**config.mk**
```make
export PLATFORM = sky130hd
export DESIGN_NAME = decode_stage_flat
export DESIGN_NICKNAME = d
export VERILOG_FILES = /design/src/rtl/pipe_pkg.sv /design/src/rtl/decode_stage_if.sv /design/src/rtl/decode_stage_reg_file.sv /design/src/rtl/decode_stage.sv /design/src/flat_wrapper.sv
export SDC_FILE = /design/constraint.sdc
export NUM_CORES = 1
export LEC_CHECK = 0
export ABC_AREA = 0
export BUFFER_PORTS_ARGS = -buffer_cell sky130_fd_sc_hd__buf_2
export CAP_MARGIN = 20
export CORE_MARGIN = 2
export CORE_UTILIZATION = 59
export DETAILED_ROUTE_END_ITERATION = 10
export MAX_ROUTING_LAYER = met4
export PLACE_DENSITY = 0.78
export SKIP_CTS_REPAIR_TIMING = 1
export SLEW_MARGIN = 25
export SYNTH_ARGS = -nofsm -noshare
export SYNTH_HDL_FRONTEND = slang
export SYNTH_SLANG_ARGS = --single-unit
export TNS_END_PERCENT = 5
```
**constraint.sdc**
```tcl
create_clock -name clk -period 1.9 [get_ports clk]
set_clock_uncertainty 0.15 [all_clocks]
set_input_delay 0 -clock clk [delete_from_list [all_inputs] [get_ports clk]]
set_output_delay 0 -clock clk [all_outputs]
set_load 0.01 [all_outputs]
```
**src/rtl/pipe_pkg.sv**
```systemverilog
// Shared pipeline definitions: instruction classes, forwarding selects and
// the decode pipeline register layout.
package pipe_pkg;

  localparam logic [3:0] INS_NOP   = 4'h0;
  localparam logic [3:0] INS_IRMOV = 4'h1;
  localparam logic [3:0] INS_RRMOV = 4'h2;
  localparam logic [3:0] INS_OP    = 4'h3;
  localparam logic [3:0] INS_MRMOV = 4'h4;
  localparam logic [3:0] INS_JXX   = 4'h5;

  // Operand select seen by execute: register value, ALU result of the
  // instruction now in E (arriving from M), result of the one now in M
  // (arriving from W), or the immediate/zero constant.
  localparam logic [1:0] SEL_REG = 2'b00;
  localparam logic [1:0] SEL_M   = 2'b01;
  localparam logic [1:0] SEL_W   = 2'b10;
  localparam logic [1:0] SEL_C   = 2'b11;

  typedef struct packed {
    logic [3:0] ins_code;
    logic [3:0] fun_code;
    logic [3:0] ra;
    logic [3:0] rb;
    logic [7:0] val_c;
  } instr_t;

  typedef struct packed {
    instr_t     ins;
    logic [7:0] pc;
  } dreg_t;

  localparam instr_t NOP_INSTR = '0;

  // A used source takes the youngest in-flight producer; an unused one
  // keeps the class constant.
  function automatic logic [1:0] fwd_sel(input logic       used,
                                         input logic [1:0] fixed,
                                         input logic [3:0] src,
                                         input logic       we_e,
                                         input logic [3:0] dst_e,
                                         input logic       we_m,
                                         input logic [3:0] dst_m);
    logic [1:0] sel;
    sel = fixed;
    if (used) begin
      if (we_e && dst_e == src)      sel = SEL_M;
      else if (we_m && dst_m == src) sel = SEL_W;
      else                           sel = SEL_REG;
    end
    return sel;
  endfunction

endpackage

```
**src/rtl/decode_stage_if.sv**
```systemverilog
// Signal bundle around the decode stage: fetch word, E/M/W feedback and the
// decoded operands handed to execute.
interface decode_stage_if #(parameter int WIDTH = 8);
  logic [23:0]      ins_f;
  logic [7:0]       increPC_f;
  logic             jmpFlag_e;
  logic             writeReg_e;
  logic             writeAluMem_e;
  logic [3:0]       dst_e;
  logic             writeReg_m;
  logic [3:0]       dst_m;
  logic             writeReg_w;
  logic [3:0]       dst_w;
  logic [WIDTH-1:0] regData_w;

  logic             stall_f;
  logic             nop_E;
  logic [3:0]       insCode_d;
  logic [3:0]       funCode_d;
  logic [3:0]       dst_d;
  logic [WIDTH-1:0] regA_d;
  logic [WIDTH-1:0] regB_d;
  logic [7:0]       valC_d;
  logic [7:0]       increPC_d;
  logic [1:0]       selA_d;
  logic [1:0]       selB_d;
  logic             writeReg_d;
  logic             writeAluMem_d;

  modport master (
    input  ins_f, increPC_f, jmpFlag_e, writeReg_e, writeAluMem_e, dst_e,
           writeReg_m, dst_m, writeReg_w, dst_w, regData_w,
    output stall_f, nop_E, insCode_d, funCode_d, dst_d, regA_d, regB_d,
           valC_d, increPC_d, selA_d, selB_d, writeReg_d, writeAluMem_d
  );

  modport slave (
    output ins_f, increPC_f, jmpFlag_e, writeReg_e, writeAluMem_e, dst_e,
           writeReg_m, dst_m, writeReg_w, dst_w, regData_w,
    input  stall_f, nop_E, insCode_d, funCode_d, dst_d, regA_d, regB_d,
           valC_d, increPC_d, selA_d, selB_d, writeReg_d, writeAluMem_d
  );
endinterface

```
**src/rtl/decode_stage_reg_file.sv**
```systemverilog
// Register file: two combinational read ports with write-through bypass,
// one write port committed at posedge.
module reg_file #(
  parameter int NREG  = 16,
  parameter int WIDTH = 8,
  parameter int AW    = $clog2(NREG)
) (
  input  logic             clk,
  input  logic             rst,
  input  logic [AW-1:0]    raddr_a,
  input  logic [AW-1:0]    raddr_b,
  output logic [WIDTH-1:0] rdata_a,
  output logic [WIDTH-1:0] rdata_b,
  input  logic             we,
  input  logic [AW-1:0]    waddr,
  input  logic [WIDTH-1:0] wdata
);

  logic [WIDTH-1:0] regs_q [NREG];
  logic [WIDTH-1:0] regs_d [NREG];

  always_comb begin
    regs_d = regs_q;
    if (we) regs_d[waddr] = wdata;
  end

  always_ff @(posedge clk) begin
    if (rst) regs_q <= '{default: '0};
    else     regs_q <= regs_d;
  end

  assign rdata_a = (we && waddr == raddr_a) ? wdata : regs_q[raddr_a];
  assign rdata_b = (we && waddr == raddr_b) ? wdata : regs_q[raddr_b];

endmodule

```
**src/rtl/decode_stage.sv**
```systemverilog
// Decode stage: D pipeline register, instruction class decode, operand
// forwarding selects, load-use stall and jump flush.
module decode_stage
  import pipe_pkg::*;
#(
  parameter int NREG  = 16,
  parameter int WIDTH = 8
) (
  input  logic           clk,
  input  logic           rst,
  decode_stage_if.master bus
);

  dreg_t            dreg_q, dreg_d;
  logic             use_a, use_b;
  logic [1:0]       fix_a, fix_b;
  logic             wr, wam, load_use;
  logic [3:0]       dst, code;
  logic [WIDTH-1:0] rdata_a, rdata_b;

  reg_file #(.NREG(NREG), .WIDTH(WIDTH)) u_reg_file (
    .clk     (clk),
    .rst     (rst),
    .raddr_a (dreg_q.ins.ra),
    .raddr_b (dreg_q.ins.rb),
    .rdata_a (rdata_a),
    .rdata_b (rdata_b),
    .we      (bus.writeReg_w),
    .waddr   (bus.dst_w),
    .wdata   (bus.regData_w)
  );

  always_comb begin
    use_a = 1'b0;
    use_b = 1'b0;
    fix_a = SEL_REG;
    fix_b = SEL_REG;
    wr    = 1'b0;
    wam   = 1'b0;
    dst   = '0;
    code  = dreg_q.ins.ins_code;
    case (dreg_q.ins.ins_code)
      INS_NOP:   code = INS_NOP;
      INS_IRMOV: begin fix_a = SEL_C; fix_b = SEL_C; wr = 1'b1; dst = dreg_q.ins.rb; end
      INS_RRMOV: begin use_a = 1'b1; fix_b = SEL_C; wr = 1'b1; dst = dreg_q.ins.rb; end
      INS_OP:    begin use_a = 1'b1; use_b = 1'b1; wr = 1'b1; dst = dreg_q.ins.rb; end
      INS_MRMOV: begin use_a = 1'b1; fix_b = SEL_C; wr = 1'b1; wam = 1'b1; dst = dreg_q.ins.rb; end
      INS_JXX:   begin use_a = 1'b1; use_b = 1'b1; end
      default:   code = INS_NOP;
    endcase
  end

  // A load in E cannot forward in time; hold D one cycle unless a taken
  // jump is squashing it anyway.
  always_comb begin
    load_use = bus.writeReg_e && bus.writeAluMem_e &&
               ((use_a && bus.dst_e == dreg_q.ins.ra) ||
                (use_b && bus.dst_e == dreg_q.ins.rb));
    dreg_d = dreg_q;
    if (bus.jmpFlag_e) begin
      dreg_d.ins = NOP_INSTR;
      dreg_d.pc  = '0;
    end else if (!load_use) begin
      dreg_d.ins = bus.ins_f;
      dreg_d.pc  = bus.increPC_f;
    end
  end

  always_ff @(posedge clk) begin
    if (rst) dreg_q <= '0;
    else     dreg_q <= dreg_d;
  end

  assign bus.stall_f       = load_use && !bus.jmpFlag_e;
  assign bus.nop_E         = load_use || bus.jmpFlag_e;
  assign bus.insCode_d     = code;
  assign bus.funCode_d     = dreg_q.ins.fun_code;
  assign bus.dst_d         = dst;
  assign bus.regA_d        = rdata_a;
  assign bus.regB_d        = rdata_b;
  assign bus.valC_d        = dreg_q.ins.val_c;
  assign bus.increPC_d     = dreg_q.pc;
  assign bus.writeReg_d    = wr;
  assign bus.writeAluMem_d = wam;
  assign bus.selA_d = fwd_sel(use_a, fix_a, dreg_q.ins.ra, bus.writeReg_e, bus.dst_e,
                              bus.writeReg_m, bus.dst_m);
  assign bus.selB_d = fwd_sel(use_b, fix_b, dreg_q.ins.rb, bus.writeReg_e, bus.dst_e,
                              bus.writeReg_m, bus.dst_m);

endmodule
```
**src/flat_wrapper.sv**
```systemverilog
// flat-port wrapper written by rule: the top's interface ports become plain ports
module decode_stage_flat import pipe_pkg::*;
#(
  parameter int NREG  = 16,
  parameter int WIDTH = 8
)
  (clk, rst, bus_ins_f, bus_increPC_f, bus_jmpFlag_e, bus_writeReg_e, bus_writeAluMem_e, bus_dst_e, bus_writeReg_m, bus_dst_m, bus_writeReg_w, bus_dst_w, bus_regData_w, bus_stall_f, bus_nop_E, bus_insCode_d, bus_funCode_d, bus_dst_d, bus_regA_d, bus_regB_d, bus_valC_d, bus_increPC_d, bus_selA_d, bus_selB_d, bus_writeReg_d, bus_writeAluMem_d);
  decode_stage_if #(.WIDTH(WIDTH)) bus_i ();
  input  logic clk;
  input  logic rst;
  input wire logic [$bits(bus_i.ins_f)-1:0] bus_ins_f;
  input wire logic [$bits(bus_i.increPC_f)-1:0] bus_increPC_f;
  input wire logic [$bits(bus_i.jmpFlag_e)-1:0] bus_jmpFlag_e;
  input wire logic [$bits(bus_i.writeReg_e)-1:0] bus_writeReg_e;
  input wire logic [$bits(bus_i.writeAluMem_e)-1:0] bus_writeAluMem_e;
  input wire logic [$bits(bus_i.dst_e)-1:0] bus_dst_e;
  input wire logic [$bits(bus_i.writeReg_m)-1:0] bus_writeReg_m;
  input wire logic [$bits(bus_i.dst_m)-1:0] bus_dst_m;
  input wire logic [$bits(bus_i.writeReg_w)-1:0] bus_writeReg_w;
  input wire logic [$bits(bus_i.dst_w)-1:0] bus_dst_w;
  input wire logic [$bits(bus_i.regData_w)-1:0] bus_regData_w;
  output wire logic [$bits(bus_i.stall_f)-1:0] bus_stall_f;
  output wire logic [$bits(bus_i.nop_E)-1:0] bus_nop_E;
  output wire logic [$bits(bus_i.insCode_d)-1:0] bus_insCode_d;
  output wire logic [$bits(bus_i.funCode_d)-1:0] bus_funCode_d;
  output wire logic [$bits(bus_i.dst_d)-1:0] bus_dst_d;
  output wire logic [$bits(bus_i.regA_d)-1:0] bus_regA_d;
  output wire logic [$bits(bus_i.regB_d)-1:0] bus_regB_d;
  output wire logic [$bits(bus_i.valC_d)-1:0] bus_valC_d;
  output wire logic [$bits(bus_i.increPC_d)-1:0] bus_increPC_d;
  output wire logic [$bits(bus_i.selA_d)-1:0] bus_selA_d;
  output wire logic [$bits(bus_i.selB_d)-1:0] bus_selB_d;
  output wire logic [$bits(bus_i.writeReg_d)-1:0] bus_writeReg_d;
  output wire logic [$bits(bus_i.writeAluMem_d)-1:0] bus_writeAluMem_d;
  assign bus_i.ins_f = bus_ins_f;
  assign bus_i.increPC_f = bus_increPC_f;
  assign bus_i.jmpFlag_e = bus_jmpFlag_e;
  assign bus_i.writeReg_e = bus_writeReg_e;
  assign bus_i.writeAluMem_e = bus_writeAluMem_e;
  assign bus_i.dst_e = bus_dst_e;
  assign bus_i.writeReg_m = bus_writeReg_m;
  assign bus_i.dst_m = bus_dst_m;
  assign bus_i.writeReg_w = bus_writeReg_w;
  assign bus_i.dst_w = bus_dst_w;
  assign bus_i.regData_w = bus_regData_w;
  assign bus_stall_f = bus_i.stall_f;
  assign bus_nop_E = bus_i.nop_E;
  assign bus_insCode_d = bus_i.insCode_d;
  assign bus_funCode_d = bus_i.funCode_d;
  assign bus_dst_d = bus_i.dst_d;
  assign bus_regA_d = bus_i.regA_d;
  assign bus_regB_d = bus_i.regB_d;
  assign bus_valC_d = bus_i.valC_d;
  assign bus_increPC_d = bus_i.increPC_d;
  assign bus_selA_d = bus_i.selA_d;
  assign bus_selB_d = bus_i.selB_d;
  assign bus_writeReg_d = bus_i.writeReg_d;
  assign bus_writeAluMem_d = bus_i.writeAluMem_d;
  decode_stage #(.NREG(NREG), .WIDTH(WIDTH)) u_core (.clk(clk), .rst(rst), .bus(bus_i));
endmodule
```
### Word-level counts from Yosys, hierarchy flattened

Index checks and enable logic that the tools add are counted.

* mux-type cells: 25
* multiply operators: 0
* bitwise operators: 3
* shift-type cells: 0
* add/subtract/negate cells: 0
* div/mod/pow operators: 0
* equal/unequal tests: 11
* $lt $le $gt $ge: 4
* reductions and logical operators: 21

Operators with widths (number)
* 128-bit bitwise mux: 1
* 8-bit binary-select mux with 4-bit select: 2
* 8-bit two-way mux: 7
* 8-bit demux with 4-bit select: 1
* 4-bit equality test: 6
* 2-bit two-way mux: 8
* 5-bit greater-or-equal comparator, second input constant: 3
* 4-bit NOT with 5-bit output: 3
* 1-bit logical AND: 12
* 4-bit by 2-bit equality test with 1-bit output, second input constant: 2
* 4-bit by 3-bit equality test with 1-bit output, second input constant: 2
* 4-bit two-way mux: 2
* 4-bit OR reduction: 2
* 5-bit by 1-bit < comparator with 1-bit output, second input constant: 1
* 5-bit OR reduction: 1
* 4-bit by 1-bit equality test with 1-bit output, second input constant: 1
* 1-bit two-way mux: 4
* 2-bit OR reduction: 2
* 3-bit OR reduction: 1
* 1-bit logical OR: 2
* 1-bit zero test: 1

* bits in latches: 0
* memory bits (writable): 0
* word-level logic and storage cells: 86
* register bits after elaboration: 160
* input port bits: 59
* output and inout bits: 52
* ROM bits: 0
* memories: 0

### Depth between registers and ports, before layout

Gate-level depths: netlist (run 1).

* depth in word-level cells: 7
* gate-level depth with buffers: 7
* mapped depth without buffers: 5

### Cells and area by module

Synthesis (run 1) repeated with hierarchy kept, for this count alone.

* cell total of the unflattened synthesis: 919
* area, all modules: 9323.9 um^2

Modules (own cells, without submodules)
* reg_file: area an instance 7463.4 um^2, seq. area each 2562.5 um^2, times used 1, cells each 706
* decode_stage: area an instance 1860.5 um^2, seq. area each 640.6 um^2, times used 1, cells each 213

### Least setup slack after synthesis (run 1)

Ideal clock, no wire load.

* path kind: register to output
* from: register u_core.dreg_q[16] in the netlist's numbering
* to: output port bus_regB_d[0]
* buffers on the path: 2
* slack: 132 ps
* required time: 1750 ps
* cell stages (with the launch flop): 7
* arrival: 1618 ps
* path through: dfxtp_1 -> buf_6 -> buf_6 -> mux4_2 -> mux2_2 -> o21ai_1 -> o21ai_0

* word-level cells in the longest chain between the ends: 5
* elaborated cells on any way between the ends: 7
* those cells by class: 1 x eq/ne; 4 x mux; 1 x bitwise; 1 x reduce/logical

Ends and longest elaborated chain
* from (decl): line decode_stage.sv:14 `dreg_t dreg_q, dreg_d;`
* from (signal assigned): line decode_stage.sv:71 `else dreg_q <= dreg_d;`
* 4-bit NOT with 5-bit output (implied by the code): line decode_stage_reg_file.sv:33 `assign rdata_b = (we && waddr == raddr_b) ? wdata : regs_q[raddr_b];`
* 8-bit binary-select mux with 4-bit select: line decode_stage_reg_file.sv:33
* 8-bit two-way mux (implied by the code) (2 in a row): line decode_stage_reg_file.sv:33
* 8-bit two-way mux *: line decode_stage_reg_file.sv:33
* to (decl): line flat_wrapper.sv:28 `output wire logic [$bits(bus_i.regB_d)-1:0] bus_regB_d;`

Mark *: on every way between the ends. The rest lies on a longest branch, timed or not. The select of a mux whose other input is x is not followed.

### Worst setup path after layout (run 1)

* from: register u_core.dreg_q[20] in the netlist's numbering
* to: output port bus_regA_d[3]

* word-level cells in the longest chain between the ends: 5
* elaborated cells on any way between the ends: 7
* those cells by class: 1 x eq/ne; 4 x mux; 1 x bitwise; 1 x reduce/logical

Ends and longest elaborated chain
* 4-bit NOT with 5-bit output (implied by the code): line decode_stage_reg_file.sv:32 `assign rdata_a = (we && waddr == raddr_a) ? wdata : regs_q[raddr_a];`
* 8-bit binary-select mux with 4-bit select: line decode_stage_reg_file.sv:32
* 8-bit two-way mux (implied by the code) (2 in a row): line decode_stage_reg_file.sv:32
* 8-bit two-way mux *: line decode_stage_reg_file.sv:32
* to (decl): line flat_wrapper.sv:27 `output wire logic [$bits(bus_i.regA_d)-1:0] bus_regA_d;`

Marked as above.

==> run_results.csv, run 1 <==
group,metric,value,unit
timing,layout_min_cycle_time,2.42,ns
global_routing,number_of_global_route_vias_before_repair,7044,
layout,layout_common_cells,"sky130_fd_sc_hd__dfxtp_1, sky130_fd_sc_hd__mux2i_1, sky130_fd_sc_hd__nor2_1",
flow_run,max_cap_violations,0,
cts,cts.sink_count,160,
global_routing,grt_most_used_layer,"met2",
route,number_of_design_rule_violations_left_by_the_first_detailed_router_iteration,716,
floorplanning,floorplan.core_area,14500,sq um
cts,cts.reportedPaths.clkPinSlew,0.06,ns
worst_setup_path,max_stage_delay,0.51,ns
timing,timing.final.max_slew_violations,0,
timing,hold_viol_final,9,
placement,port-buffer-count,109,
worst_setup_path,critPathSlowestCell,"sky130_fd_sc_hd__mux4_2",
logic_synthesis,synthesis.yosys.warnings,0,
placement,gp_routability_congestion,0.894,
route,postRouteWirelength,26200,microns
global_routing,globalRouteMet3Util,5.48,%
route,drt-wirelength-per-cell,21.8,microns
logic_synthesis,yosysSeqAreaShare,36.5,%
floorplanning,floorplan.rows,44,
global_routing,antenna_found_initial,0,
cts,cts_tree,"done",
placement,detailedPlace.worstSlack,-0.121,ns
layout,drive_above_1_share,33.3,%
floorplanning,effective_utilization_at_floorplan,60.4,%
layout,final_common_cell,"sky130_fd_sc_hd__dfxtp_1",
timing,rsz0062_at_grt,"yes",
global_routing,groute.usage.overall,31.5,%
layout,area_growth,23.9,%
power_and_ir_drop,fin_total_pwr,7850,uW
placement,dp_hpwl,16700,microns
layout,num-nets-final,1065,
worst_setup_path,critical_path.endpoint_type,"output port",
layout,final_core_utilization,74.9,%
floorplanning,die_area,15900,sq um
global_routing,grt_use_met1,39.1,%
worst_setup_path,critPathMaxFanout,6,
power_and_ir_drop,power.density,722,nW/um^2
logic_synthesis,mappedNetlistArea,8780,sq um
global_routing,grt_pass1_wl,38200,microns
logic_synthesis,synth_area_leader_cell,"sky130_fd_sc_hd__dfxtp_1",
worst_setup_path,worst_ep_arrival,2.27,ns
worst_setup_path,cp.buffers_inverters,3,
layout,multi_input_comb_area,5130,sq um
timing,setup_ws,-0.522,ns
worst_setup_path,crit_path_start_kind,"flop",
floorplanning,chipWidth,126,microns
floorplanning,boundaryPins,111,
floorplanning,die_y,126,microns
cts,cts_max_path_buffers,2,
logic_synthesis,number_of_nets_produced_by_synthesis,928,
global_routing,grt_overflow_total,0,
status,status,"finished with violations",
logic_synthesis,yosysTopAreaCellShare,36.5,%
layout,diodes,0,
power_and_ir_drop,total_leakage_power,0.00440,uW
route,drtAntennaViolNets,0,
timing,max_slew.worst_pin.slew,0.641,ns
timing,fin_hold_ws,-0.0342,ns
cts,clock_tree.htree_level_count,4,
power_and_ir_drop,worst_ir_drop_vdd,717,uV
logic_synthesis,yosys_register_bits,160,
route,drt_pass1_iterations,5,
logic_synthesis,synth.area.top_cells,"sky130_fd_sc_hd__dfxtp_1, sky130_fd_sc_hd__mux2i_1, sky130_fd_sc_hd__mux4_2, sky130_fd_sc_hd__nor2_1, sky130_fd_sc_hd__o21ai_1",
cts,insertion_delay,0.43,ns
logic_synthesis,synth_cell_types,40,
global_routing,groute.layer.met2.usage,50.9,%
timing,setup_violations,28,
route,dr_vias_cell,6.28,
cts,ctsRootBufferMaster,"sky130_fd_sc_hd__clkbuf_16",
cts,tritoncts.num_buffers,17,
worst_setup_path,cpLargestDelayFamily,"multiplexers",
layout,final.fill_count,940,
global_routing,grt_max_degree,130,
timing,min_period_over_period,127,%
status,violated_checks,"hold timing, setup timing",
hold_path,hold_path.class,"primary input to flop",
worst_setup_path,required,1.75,ns
timing,peak_freq,413,MHz
worst_setup_path,path_class,"flop to output port",
route,route.detailed.drc,0,
route,via_count,7556,
worst_setup_path,crit_path_cell_trace,"buf_12, buf_12, mux4_2, mux2i_2, nand2_1, o21ai_1, o21ai_1, buf_2",
timing,slew_headroom,57.3,%
layout,final-seq-area,3220,sq um
logic_synthesis,syn_avg_cell_area,10.1,sq um
logic_synthesis,synthCells,869,
## cell families (layout without fill, tap and decap cells)
logic type,Yosys count,in the layout,share of synthesized area (%)
and+or+nand+nor,253,253,13.3
muxes,224,224,34.9
DFF,160,160,36.5
buffers and inverters,105,255,6.54
AOI/OAI and AO/OA,100,100,6.15
xor gates and xnor gates,26,26,2.59
other,1,1,0.0427
## state kept, by name, summed over array words and instances, names as in the netlist
register,cells
u_core.u_reg_file.regs_q,128
u_core.bus.valC_d,8
u_core.bus.funCode_d,4
u_core.bus.increPC_d,8
u_core.dreg_q,12
## metal layers
metal	share of wire [%]	vias up	wire (microns)
met1	38	3630	10100
met4	4.3	0	1120
met3	8.4	97	2190
li1	-	3341	-
met5	0	-	0
met2	49	488	12800
## metrics by stage
| step | std cells | hold slack, ns | cell area [sq um] | TNS, ns |
|---|---|---|---|---|
| global placement | 1126 | 0.0879 | 9670 | -0.418 |
| floorplan | 869 | -0.102 | 8780 | 0 |
| finish | 1203 | -0.0342 | 10900 | -9.23 |
| global route | 1203 | 0.0151 | 10900 | -12.10 |
| CTS | 1158 | -0.350 | 10200 | -10.85 |
| detailed placement | 1126 | 0.0849 | 9670 | -0.971 |
## cell type report
| type | instances | share of cell area (%) |
|---|---|---|
| clock buffer | 20 | 4.01 |
| timing repair buffer | 223 | 15.9 |
| sequential | 160 | 29.6 |
| multi-input combinational | 604 | 47.2 |
| clock inverter | 12 | 1.25 |
| tap | 184 | 2.12 |
## worst register-to-register path, delay by kind of cell (launching register included)
kind,cells,cell delay (ns)
buffers and inverters,2,0.38
flip-flops,1,0.40
XOR/XNOR,1,0.19
AO/OA/AOI/OAI,2,0.46
AND/OR/NAND/NOR,2,0.35
## power breakdown
part / switching, uW / total [uW] / internal, uW / leakage (uW)
clock network: 1440 / 3380 / 1940 / 0.000259
registers: 61.2 / 3480 / 3420 / 0.00130
logic: 548 / 991 / 443 / 0.00284
total: 2050 / 7850 / 5800 / 0.00440
## synth_stat cells
master,n
sky130_fd_sc_hd__dfxtp_1,160
sky130_fd_sc_hd__mux2i_1,144
sky130_fd_sc_hd__nor2_1,135
sky130_fd_sc_hd__mux4_2,64
sky130_fd_sc_hd__o21ai_1,50
sky130_fd_sc_hd__nand2_1,41
sky130_fd_sc_hd__clkbuf_1,37
sky130_fd_sc_hd__nand3_1,32
sky130_fd_sc_hd__a21oi_1,30
sky130_fd_sc_hd__buf_4,28
sky130_fd_sc_hd__buf_2,24
sky130_fd_sc_hd__xor2_1,24
sky130_fd_sc_hd__mux2_2,16
sky130_fd_sc_hd__o21ai_0,12
sky130_fd_sc_hd__buf_1,10
sky130_fd_sc_hd__nor2_2,9
sky130_fd_sc_hd__nand2b_1,7
sky130_fd_sc_hd__buf_6,6
sky130_fd_sc_hd__nor3_1,6
sky130_fd_sc_hd__and2_1,4
sky130_fd_sc_hd__nor4_4,4
sky130_fd_sc_hd__nor3b_1,3
sky130_fd_sc_hd__nand3b_1,2
sky130_fd_sc_hd__nor2b_1,2
sky130_fd_sc_hd__o31ai_1,2
sky130_fd_sc_hd__or3_1,2
sky130_fd_sc_hd__xnor2_1,2
sky130_fd_sc_hd__a2111oi_2,1
sky130_fd_sc_hd__a21o_4,1
sky130_fd_sc_hd__a21oi_2,1
sky130_fd_sc_hd__a32oi_1,1
sky130_fd_sc_hd__and3_1,1
sky130_fd_sc_hd__and3b_1,1
sky130_fd_sc_hd__and4b_1,1
sky130_fd_sc_hd__conb_1,1
sky130_fd_sc_hd__nand4_1,1
sky130_fd_sc_hd__nand4b_1,1
sky130_fd_sc_hd__o211a_1,1
sky130_fd_sc_hd__o21a_1,1
sky130_fd_sc_hd__or2_2,1
## final timing paths
check	from	endpoint	slack, ns	depth (start not counted)
setup / recovery	u_core.dreg_q[20]$_SDFFE_PP0N_	bus_regA_d[3]	-0.52	8
hold / removal	rst	u_core.u_reg_file.regs_q[86]$_SDFFE_PP0P_	-0.03	3
setup reg to reg	u_core.dreg_q[20]$_SDFFE_PP0N_	u_core.bus.increPC_d[4]$_SDFFE_PP0N_	-0.11	7
hold reg to reg	u_core.bus.valC_d[6]$_SDFFE_PP0N_	u_core.bus.valC_d[6]$_SDFFE_PP0N_	0.32	2
(Power assumes the default switching activity.)
==> inputs of run 2 (changes only) <==
Settings changed: CORE_ASPECT_RATIO set to 0.9.
==> run_results.csv, run 2 (synthesized netlist as in run 1, its figures left out) <==
group,metric,value,unit
floorplanning,boundaryPins,111,
cts,cts_tree,"done",
cts,ctsRootBufferMaster,"sky130_fd_sc_hd__clkbuf_16",
floorplanning,effective_utilization_at_floorplan,60.1,%
layout,final.fill_count,908,
cts,tritoncts.num_buffers,17,
timing,peak_freq,401,MHz
worst_setup_path,r2r-end,"u_core.bus.increPC_d[7]$_SDFFE_PP0N_",
worst_setup_path,crit_path_cell_trace,"buf_12, buf_8, mux4_2, mux2i_2, nand2_1, o21ai_1, o21ai_0, buf_2",
timing,timing.final.max_slew_violations,0,
worst_setup_path,required,1.75,ns
cts,cts.reportedPaths.clkPinSlew,0.07,ns
worst_setup_path,critPathMaxFanout,6,
layout,layout_top_registers,"u_core.u_reg_file.regs_q x128, u_core.dreg_q x12",
layout,final_core_utilization,76.0,%
placement,port-buffer-count,109,
global_routing,number_of_global_route_vias_before_repair,6771,
route,drt-wirelength-per-cell,22.8,microns
layout,final_common_cell,"sky130_fd_sc_hd__dfxtp_1",
worst_setup_path,path_class,"flop to output port",
route,postRouteWirelength,28000,microns
placement,dp_hpwl,15500,microns
floorplanning,floorplan.core_area,14600,sq um
timing,fin_hold_ws,-0.0263,ns
worst_setup_path,cpLargestDelayFamily,"multiplexers",
worst_setup_path,critPathSlowestCell,"sky130_fd_sc_hd__mux4_2",
status,violated_checks,"hold timing, setup timing",
worst_setup_path,worstReg2RegStart,"u_core.dreg_q[30]$_SDFFE_PP0N_",
timing,hold_viol_final,1,
floorplanning,die_y,120,microns
floorplanning,die_area,15900,sq um
worst_setup_path,critical_path.endpoint_type,"output port",
flow_run,max_cap_violations,0,
layout,largest_register,"u_core.u_reg_file.regs_q",
layout,num-nets-final,1077,
placement,gp_routability_congestion,0.884,
global_routing,grt_max_degree,130,
floorplanning,floorplan.rows,42,
worst_setup_path,max_stage_delay,0.52,ns
timing,slew_headroom,29.4,%
route,route.detailed.drc,0,
route,number_of_design_rule_violations_left_by_the_first_detailed_router_iteration,922,
power_and_ir_drop,worst_ir_drop_vdd,705,uV
timing,rsz0062_at_grt,"yes",
worst_setup_path,crit_path_start_kind,"flop",
worst_setup_path,timing.reg2reg.setup_slack,-0.07,ns
route,drtAntennaViolNets,0,
worst_setup_path,timing.reg2reg.worst_path_depth,5,
worst_setup_path,crit_path_start,"u_core.dreg_q[16]$_SDFFE_PP0N_",
cts,cts_max_path_buffers,2,
timing,layout_min_cycle_time,2.49,ns
timing,min_period_over_period,131,%
global_routing,grt_overflow_total,0,
global_routing,groute.usage.overall,30.7,%
route,drt_pass1_iterations,5,
route,via_count,7808,
power_and_ir_drop,power.density,705,nW/um^2
floorplanning,chipWidth,133,microns
timing,setup_ws,-0.593,ns
worst_setup_path,cp.buffers_inverters,3,
placement,detailedPlace.worstSlack,-0.110,ns
global_routing,antenna_found_initial,2,
timing,setup_violations,35,
status,status,"finished with violations",
timing,max_slew.worst_pin.slew,1.06,ns
worst_setup_path,worstSetupEndpoint,"bus_regB_d[3]",
cts,insertion_delay,0.44,ns
layout,area_growth,26.4,%
layout,largest_reg_flops,128,
global_routing,grt_pass1_wl,36100,microns
cts,cts.sink_count,160,
cts,clock_tree.htree_level_count,4,
worst_setup_path,timing.critical_path.depth,8,
route,dr_vias_cell,6.34,
power_and_ir_drop,total_leakage_power,0.00450,uW
layout,layout_common_cells,"sky130_fd_sc_hd__dfxtp_1, sky130_fd_sc_hd__mux2i_1, sky130_fd_sc_hd__nor2_1",
hold_path,hold_path.class,"primary input to flop",
worst_setup_path,worst_ep_arrival,2.34,ns
layout,drive_above_1_share,32.8,%
run 2: final cells by class:
cell class                      count  area [sq um]  share of cell area [%]
Clock inverter                     14           133                    1.20
Timing Repair Buffer              235          1910                    17.2
Multi-Input combinational cell    604          5150                    46.4
Clock buffer                       18           429                    3.87
Antenna cell                        2          5.00                  0.0451
Sequential cell                   160          3220                    29.0
Tap cell                          198           248                    2.23
run 2: power by group:
part           leakage [uW]  switching, uW  internal, uW
clock              0.000268           1500          1820
sequential          0.00130           64.4          3410
combinational       0.00293            564           460
total               0.00450           2130          5690
run 2: how the worst min path moves through the flow:
stage                     slack (ns)                        endpoint  cells past startpoint         startpoint
after floorplan                -0.10                     bus_stall_f                      1      bus_jmpFlag_e
after global placement          0.09  u_core.dreg_q[31]$_SDFFE_PP0N_                      2      bus_ins_f[23]
after detailed placement        0.08  u_core.dreg_q[31]$_SDFFE_PP0N_                      2      bus_ins_f[23]
after CTS                      -0.37  u_core.dreg_q[31]$_SDFFE_PP0N_                      2      bus_ins_f[23]
after global routing            0.03  u_core.dreg_q[28]$_SDFFE_PP0N_                      5  bus_writeAluMem_e
final                          -0.03  u_core.dreg_q[28]$_SDFFE_PP0N_                      5  bus_writeAluMem_e
run 2: per-layer routing:
| layer | share of wire, % | global-route usage [%] | vias up |
|---|---|---|---|
| li1 | - | - | 3376 |
| met1 | 39 | 40.4 | 3796 |
| met2 | 48 | 46.4 | 529 |
| met3 | 9.8 | 7.31 | 107 |
| met4 | 3.9 | 11.6 | 0 |
| met5 | 0 | - | - |
run 2: through the flow:
stage	total power [uW]	area, sq um	setup TNS (ns)	std cells
6_report	7820	11100	-9.82	1231
3_3_place_gp	4360	9600	-0.508	1128
3_5_place_dp	4370	9600	-0.951	1128
5_1_grt	8020	11100	-12.67	1231
4_1_cts	7610	10200	-10.91	1160
2_1_floorplan	4090	8780	0	869
run 2: worst register-to-register path, delay by kind of cell, from the launching register on:
kind / cells / cell delay, ns
AOI/OAI and AO/OA: 1 / 0.19
xor gates and xnor gates: 1 / 0.34
buffers and inverters: 1 / 0.29
DFF: 1 / 0.38
and+or+nand+nor: 2 / 0.53
==> inputs of run 3 (changes only) <==
Settings changed: SKIP_CTS_REPAIR_TIMING 1 to not set.
==> run_results.csv, run 3 (synthesized netlist as in run 1, its figures left out) <==
group,metric,value,unit
worst_setup_path,cp.buffers_inverters,2,
floorplanning,floorplan.core_area,14600,sq um
floorplanning,die_y,120,microns
worst_setup_path,crit_path_cell_trace,"buf_12, mux4_2, mux2i_2, nand2_1, o21ai_1, o21ai_1, buf_2",
worst_setup_path,required,1.75,ns
timing,setup_ws,-0.523,ns
worst_setup_path,worst_ep_arrival,2.27,ns
global_routing,groute.usage.overall,35.3,%
route,drt_pass1_iterations,6,
worst_setup_path,critical_path.most_common_cell,"sky130_fd_sc_hd__o21ai_1",
cts,insertion_delay,0.44,ns
timing,max_slew.worst_pin.slew,0.753,ns
worst_setup_path,critPathMaxFanout,5,
timing,setup_violations,56,
timing,rsz0062_at_grt,"yes",
worst_setup_path,cpLargestDelayFamily,"multiplexers",
placement,place.detailed.instances,1128,
layout,num-nets-final,1059,
route,postRouteWirelength,27600,microns
placement,detailedPlace.worstSlack,-0.110,ns
cts,cts.sink_count,160,
worst_setup_path,path_class,"flop to output port",
timing,min_period_over_period,128,%
floorplanning,effective_utilization_at_floorplan,60.1,%
layout,largest_reg_flops,128,
hold_path,worstHoldStart,"bus_dst_w[2]",
route,dr_vias_cell,6.34,
flow_run,max_cap_violations,0,
worst_setup_path,crit_path_start_kind,"flop",
floorplanning,boundaryPins,111,
cts,cts_tree,"done",
worst_setup_path,critPathSlowestCell,"sky130_fd_sc_hd__mux4_2",
layout,largest_register,"u_core.u_reg_file.regs_q",
status,violated_checks,"setup timing",
cts,clock_tree.htree_level_count,4,
global_routing,antenna_found_initial,2,
power_and_ir_drop,fin_total_pwr,7790,uW
route,number_of_design_rule_violations_left_by_the_first_detailed_router_iteration,852,
global_routing,grt_overflow_total,0,
timing,slew_headroom,49.8,%
cts,cts_max_path_buffers,2,
global_routing,number_of_global_route_vias_before_repair,7488,
worst_setup_path,critical_path.endpoint_type,"output port",
cts,ctsRootBufferMaster,"sky130_fd_sc_hd__clkbuf_16",
floorplanning,chipWidth,133,microns
worst_setup_path,worstReg2RegStart,"u_core.dreg_q[20]$_SDFFE_PP0N_",
layout,area_growth,25.4,%
floorplanning,floorplan.rows,42,
power_and_ir_drop,worst_ir_drop_vdd,701,uV
layout,final_common_cell,"sky130_fd_sc_hd__dfxtp_1",
global_routing,grt_max_degree,130,
route,drtAntennaViolNets,0,
timing,hold_viol_final,0,
route,route.detailed.drc,0,
hold_path,hold_path.class,"primary input to flop",
placement,gp_routability_congestion,0.884,
layout,layoutNonFillerInstCount,1213,
worst_setup_path,crit_path_start,"u_core.dreg_q[20]$_SDFFE_PP0N_",
layout,layout_common_cells,"sky130_fd_sc_hd__dfxtp_1, sky130_fd_sc_hd__mux2i_1, sky130_fd_sc_hd__nor2_1",
worst_setup_path,max_stage_delay,0.51,ns
timing,layout_min_cycle_time,2.42,ns
timing,timing.final.max_slew_violations,0,
layout,drive_above_1_share,35.2,%
cts,tritoncts.num_buffers,17,
timing,totalNegativeSetupSlack,-11.58,ns
status,status,"finished with violations",
power_and_ir_drop,total_leakage_power,0.00440,uW
global_routing,grt_pass1_wl,41500,microns
layout,layout_top_registers,"u_core.u_reg_file.regs_q x128, u_core.dreg_q x12",
route,drt-wirelength-per-cell,22.8,microns
placement,dp_hpwl,15500,microns
floorplanning,die_area,15900,sq um
timing,peak_freq,413,MHz
cts,cts.reportedPaths.clkPinSlew,0.07,ns
placement,port-buffer-count,109,
route,via_count,7696,
power_and_ir_drop,power.density,708,nW/um^2
==> run 3: where the power goes <==
group          switching (uW)  internal [uW]
clock network            1480           1820
logic                     567            451
registers                63.6           3420
total                    2110           5680
==> run 3: final timing paths <==
check / cells past startpoint / to / slack (ns)
max: 7 / bus_regA_d[7] / -0.52
min: 5 / u_core.u_reg_file.regs_q[17]$_SDFFE_PP0P_ / 0.09
max reg2reg: 8 / u_core.bus.increPC_d[7]$_SDFFE_PP0N_ / -0.17
min reg2reg: 2 / u_core.bus.increPC_d[6]$_SDFFE_PP0N_ / 0.32
==> run 3: final cells by class <==
class / instances / area (sq um)
timing repair buffer: 217 / 1720
clock buffer: 18 / 429
multi-input combinational: 604 / 5260
clock inverter: 14 / 133
antenna: 2 / 5.00
fill: 903 / 3590
tap: 198 / 248
sequential: 160 / 3220
==> run 3: per-layer routing <==
layer / up-vias / track usage [%] / routed length (microns)
met3: 120 / 9.67 / 2920
li1: 3347 / - / -
met5: - / - / 0
met1: 3722 / 43.9 / 10500
met4: 0 / 15.8 / 1130
met2: 507 / 54.4 / 13000
==> run 3: metrics by stage <==
stage                     cell area (sq um)  hold slack (ns)  util, %
final                                 11000           0.0859     75.4
after global routing                  11000            0.136     75.4
after CTS                             10900           0.0740     74.6
after detailed placement               9600           0.0845     65.7
after global placement                 9600           0.0857     65.7
after floorplan                        8780           -0.102        -
==> run 3: what timing repair did <==
action / 4_1_cts / 5_1_grt
hold endpoints to repair: 159 / 0
pin swaps: 3 / 3
gates cloned: 2 / 1
gates resized for setup: 52 / 39
hold buffers: 46 / 0
buffers inserted: 4 / 0
setup endpoints to repair: 47 / 58
==> run 3: worst register-to-register path, delay by kind of cell (launching register included) <==
kind                   cells  cell delay, ns
flip-flops                 1            0.40
XOR/XNOR                   1            0.18
AND/OR/NAND/NOR            1            0.23
buffers and inverters      3            0.50
AO/OA/AOI/OAI              3            0.46
